--- config.mk ---
export PLATFORM = sky130hd
export DESIGN_NAME = shift_seq
export DESIGN_NICKNAME = d
export VERILOG_FILES = /design/src/rtl/shift_seq.sv
export SDC_FILE = /design/constraint.sdc
export NUM_CORES = 1
export LEC_CHECK = 0
export ABC_AREA = 1
export CELL_PAD_IN_SITES_DETAIL_PLACEMENT = 1
export CELL_PAD_IN_SITES_GLOBAL_PLACEMENT = 1
export CORE_ASPECT_RATIO = 1.25
export CORE_UTILIZATION = 36
export DETAILED_ROUTE_END_ITERATION = 7
export PLACE_DENSITY_LB_ADDON = 0.1
export SLEW_MARGIN = 20
export SYNTH_ARGS = -nofsm -noshare
export SYNTH_HDL_FRONTEND = slang
export SYNTH_SLANG_ARGS = --single-unit
export TNS_END_PERCENT = 1
--- constraint.sdc ---
create_clock -name clk -period 2.4 [get_ports clk]
set_clock_uncertainty 0.15 [all_clocks]
set_input_delay 0.24 -clock clk [delete_from_list [all_inputs] [get_ports clk]]
set_output_delay 0.24 -clock clk [all_outputs]
set_load 0.05 [all_outputs]
--- src/rtl/shift_seq.sv ---
// shift_seq: multi-cycle shifter. A request is latched into a work register,
// stepped one bit per cycle, and the result plus flags are registered on
// entry to DONE. Op 7 (LNK) computes a+2 directly with no shift steps.
module shift_seq (
    input  logic        clk,
    input  logic        rst,
    input  logic        start,
    input  logic [2:0]  op,
    input  logic [15:0] a,
    input  logic [3:0]  amt,
    input  logic        cin,
    output logic        busy,
    output logic        done,
    output logic [15:0] s,
    output logic        C,
    output logic        N,
    output logic        Z,
    output logic        V
);

    typedef enum logic [1:0] {IDLE, SHIFT, DONE} state_t;

    state_t      state;
    logic [15:0] w;       // work register
    logic        c;       // carry register
    logic [2:0]  opr;     // latched op
    logic [3:0]  cnt;     // remaining 1-bit steps

    logic [15:0] w_nx;
    logic        c_nx;
    logic [3:0]  ld_cnt;
    logic [16:0] lnk_sum;
    logic [15:0] acc_s;
    logic        acc_c;
    logic        acc_v;

    // One 1-bit step of the work register for the latched op
    always_comb begin
        w_nx = w;
        c_nx = c;
        case (opr)
            3'd0: begin w_nx = {w[14:0], 1'b0}; c_nx = w[15]; end
            3'd1: begin w_nx = {1'b0, w[15:1]};  c_nx = w[0];  end
            3'd2: begin w_nx = {w[15], w[15:1]}; c_nx = w[0];  end
            3'd3: begin w_nx = {w[0], w[15:1]};  c_nx = w[0];  end
            3'd4: begin w_nx = {c, w[15:1]};     c_nx = w[0];  end
            default: ;
        endcase
    end

    // Step count to load on accept, and the result used when no steps are needed
    always_comb begin
        lnk_sum = {1'b0, a} + 17'd2;
        acc_s   = a;
        acc_c   = cin;
        acc_v   = 1'b0;
        case (op)
            3'd0, 3'd1, 3'd2, 3'd3: ld_cnt = amt;
            3'd4:                   ld_cnt = 4'd1;
            default:                ld_cnt = 4'd0;
        endcase
        if (op == 3'd5 || op == 3'd6) begin
            acc_s = 16'd0;
        end else if (op == 3'd7) begin
            acc_s = lnk_sum[15:0];
            acc_c = lnk_sum[16];
            acc_v = ~a[15] & lnk_sum[15];
        end
    end

    // Control FSM with registered busy/done, result and flags
    always_ff @(posedge clk) begin
        if (rst) begin
            state <= IDLE;
            w     <= 16'd0;
            c     <= 1'b0;
            opr   <= 3'd0;
            cnt   <= 4'd0;
            busy  <= 1'b0;
            done  <= 1'b0;
            s     <= 16'd0;
            C     <= 1'b0;
            N     <= 1'b0;
            Z     <= 1'b1;
            V     <= 1'b0;
        end else begin
            done <= 1'b0;
            case (state)
                IDLE: begin
                    if (start) begin
                        w    <= a;
                        c    <= cin;
                        opr  <= op;
                        cnt  <= ld_cnt;
                        busy <= 1'b1;
                        if (ld_cnt != 4'd0) begin
                            state <= SHIFT;
                        end else begin
                            state <= DONE;
                            done  <= 1'b1;
                            s     <= acc_s;
                            C     <= acc_c;
                            N     <= acc_s[15];
                            Z     <= (acc_s == 16'd0);
                            V     <= acc_v;
                        end
                    end
                end
                SHIFT: begin
                    w   <= w_nx;
                    c   <= c_nx;
                    cnt <= cnt - 4'd1;
                    if (cnt == 4'd1) begin
                        state <= DONE;
                        done  <= 1'b1;
                        s     <= w_nx;
                        C     <= c_nx;
                        N     <= w_nx[15];
                        Z     <= (w_nx == 16'd0);
                        V     <= 1'b0;
                    end
                end
                DONE: begin
                    state <= IDLE;
                    busy  <= 1'b0;
                end
                default: state <= IDLE;
            endcase
        end
    end

endmodule

==> metrics.md <==
| Metric | Value |
|---|---|
| Status | completed |
| Achievable Freq | 474 MHz |
| Commonest non-fill, non-tap cells in the layout | nand2_1, inv_1, clkdlybuf4s50_1 |
| Postcts setup bufs | 0 |
| Via count | 3,598 |
| Warnings from Yosys | 0 |
| Total CTS buffers | 5 |
| Layout Nets | 607 |
| Dpl cells | 666 |
| Pwr dens | 612 mW/mm2 |
| Mapped Cells | 512 |
| Reg2Reg Setup Slack | 0.36 ns |
| Max H-tree Level | 2 |
| Port-buffer cells | 48 |
| Hpwl dp | approximately 8.9 mm |
| Largest net degree at the start of global routing | 29 |
| Grt total ovfl | 0 |
| Hold buffers post-CTS | 0 |
| Most used cell along the critical path | nand2_1 |
| Final critical-path share of the clock period | 87.9% |
| DIE WIDTH | 85.3 um |
| CTS resizes | 0 |
| Die height | 106 um |
| Worst Setup SP | a[2] |
| Drt via density | 5.35 |
| Clock sink total | 47 |
| Critical-path top delay cell | clkdlybuf4s50_1 |
| Dpl cell area | between 0.003 and 0.004 mm2 |
| Critical path fanouts, max | 2 |
| Core region area | 0.00833 mm2 |
| Syn Std Cell Area | 0.00312 mm2 |
| Final setup viols | 0 |
| Final instance area | between 0.003 and 0.004 mm2 |
| RSZ-0062 raised after global routing | false |
| Reg-to-reg endpoint | Z |
| Starting Density | 37.5% |
| CP Capture Type | flip-flop |
| Final Hold Fails | 0 |
| Die area | 0.00906 mm2 |
| Slowest stage delay, CP | 0.52 ns |
| Worst R2R Start | opr[2] |
| Drt total wl | 11.1 mm |
| Post-Layout Cell Count | between 600 and 700 |
| Worst-Margin Slew | 0.691 ns |
| Pins Over Slew Limit | 0 |
| Seq/Total Area, Yosys | 30.1% |
| Worst-Skew Late Latency | between 0.3 and 0.4 ns |
| Unique masters post-synth | 35 |
| DRT Pass-1 Iters | 4 |
| I/O pin cnt | 49 |
| Crit path arrival time | roughly 2.2 ns |
| Vias in the first global route | 3,716 |
| Final min period | 2.11 ns |
| Element type at the critical path start | input pin |
| RD Place Congestion | approximately 0.9 |
| Routed WL per cell | 16.5 um |
| Root buf cell | clkbuf_8 |
| Drt first-iter violations | 140 |
| Worst path required time | 2.46 ns |
| WS Path Type | in2reg |
| Max_cap viols | 0 |
| Final WS setup | around 0.29 ns |
| Std-Cell Rows | 37 |
| Synthesis-stage register bit count | 47 |
| Area grow syn2layout | 26.2% |
| VDD IR max | roughly 280 uV |
| Leak | 1.80 nW |
| CP Capture Point | Z |
| Pre-CTS setup slack | -0.0166 ns |
| TritonCTS clock tree | done |
| Antenna Cells | 0 |
| Share of layout cells above drive strength 1 | 10.1% |
| Slew margin rel. | 53.9% |
| First-pass GRT wire length | 18.7 mm |
| Syn Nets | 543 |
| Initial antenna violation count | 0 |
| Remaining DRCs | 0 |
| Tot GR Track Use | roughly a quarter |
| Mean area per synthesized cell | 6.10 um2 |
| Critical path, cell by cell | clkdlybuf4s50_1 -> ha_1 -> nand3_1 -> nor3_1 -> ha_1 -> nand4_1 -> nand3_1 -> nand2_1 -> inv_1 -> nand2_1 -> nor2_1 -> nand2_1 -> nor2_1 -> nand2_1 -> nand2_1 -> nand2_1 -> nand2_1 |
| Worst r2r path cells | 12 |
| Longest Clk Path Bufs | 2 |
| Clock-pin slew on the worst setup and hold paths | 0.09 ns |
| HP Class | reg2reg |
| ANT nets after route | 0 |
| Commonest non-fill, non-tap cell in the layout | nand2_1 |
==> cells by family after synthesis <==
logic type | Yosys count | share of synthesized area, %
flops | 47 | 30.1
buf+inv | 82 | 11.2
compound gates | 79 | 14.3
fa+ha+maj | 4 | 1.60
xor+xnor | 1 | 0.280
simple gates | 299 | 42.5
==> per-stage QoR <==
stage	power, mW	TNS [ns]	util, %	hold slack [ns]
4_1_cts	2.43	0	47.3	0.326
5_1_grt	2.57	0	47.3	0.352
3_5_place_dp	1.94	-0.0261	46.3	0.311
3_3_place_gp	1.92	0	46.3	0.303
6_report	2.41	0	47.3	0.321
2_1_floorplan	1.58	0	-	0.259
==> critical path, delay by kind of cell <==
kind / cells / cell delay, ns
adder cells (fa/ha/maj): 2 / 0.47
buffers and inverters: 2 / 0.56
AND/OR/NAND/NOR: 13 / 0.89
==> layout make-up <==
cell class / count / area [um2]
Clock inverter: 2 / 13.8
Sequential cell: 47 / 941
Fill cell: 1142 / 4390
Timing Repair Buffer: 79 / 738
Clock buffer: 5 / 68.8
Inverter: 60 / 225
Tap cell: 97 / 121
Multi-Input combinational cell: 383 / 1830
==> routing by layer <==
layer	vias up	part of all wire [%]	global-route usage [%]
met3	16	5.1	3.73
li1	1788	-	-
met2	77	48	43.5
met4	0	2.4	9.76
met1	1717	45	35.2
met5	-	0	0
==> report_power, final <==
part / internal, mW / switching [mW]
Combinational: 0.343 / 0.638
Clock: 0.200 / 0.292
Sequential: 0.869 / 0.0688
Total: 1.41 / 0.999
==> worst min path at each step <==
stage | start | to | depth (start not counted)
detailed placement | s[3] | s[3] | 2
CTS | s[3] | s[3] | 2
global route | s[3] | s[3] | 2
global placement | s[3] | s[3] | 2
floorplan | a[2] | w[2] | 2
finish | s[3] | s[3] | 2
==> synth_stat cells (all sizes together) <==
| master | number | area (um2) |
|---|---|---|
| nand4 | 16 | 106 |
| nand3 | 49 | 263 |
| nand3b | 1 | 7.51 |
| buf | 16 | 103 |
| nor3 | 2 | 10.0 |
| xor2 | 1 | 8.76 |
| nor2 | 39 | 203 |
| o21bai | 1 | 7.51 |
| a221oi | 1 | 8.76 |
| nand2 | 192 | 738 |
| ha | 4 | 50.1 |
| o22ai | 1 | 6.26 |
| dfxtp | 47 | 941 |
| a21oi | 15 | 75.1 |
| clkinv | 3 | 11.3 |
| a211oi | 1 | 7.51 |
| a2bb2oi | 1 | 8.76 |
| a31oi | 27 | 169 |
| inv | 57 | 214 |
| clkbuf | 6 | 22.5 |
| o21ai | 32 | 164 |
==> sequential cells by signal, summed over array words and instances, names as in the netlist <==
name   cells
cnt        4
state      2
w         16
C          1
c          1
s         16
V          1
opr        3
done       1
busy       1
Z          1
Power figures use the tool's default switching activity.
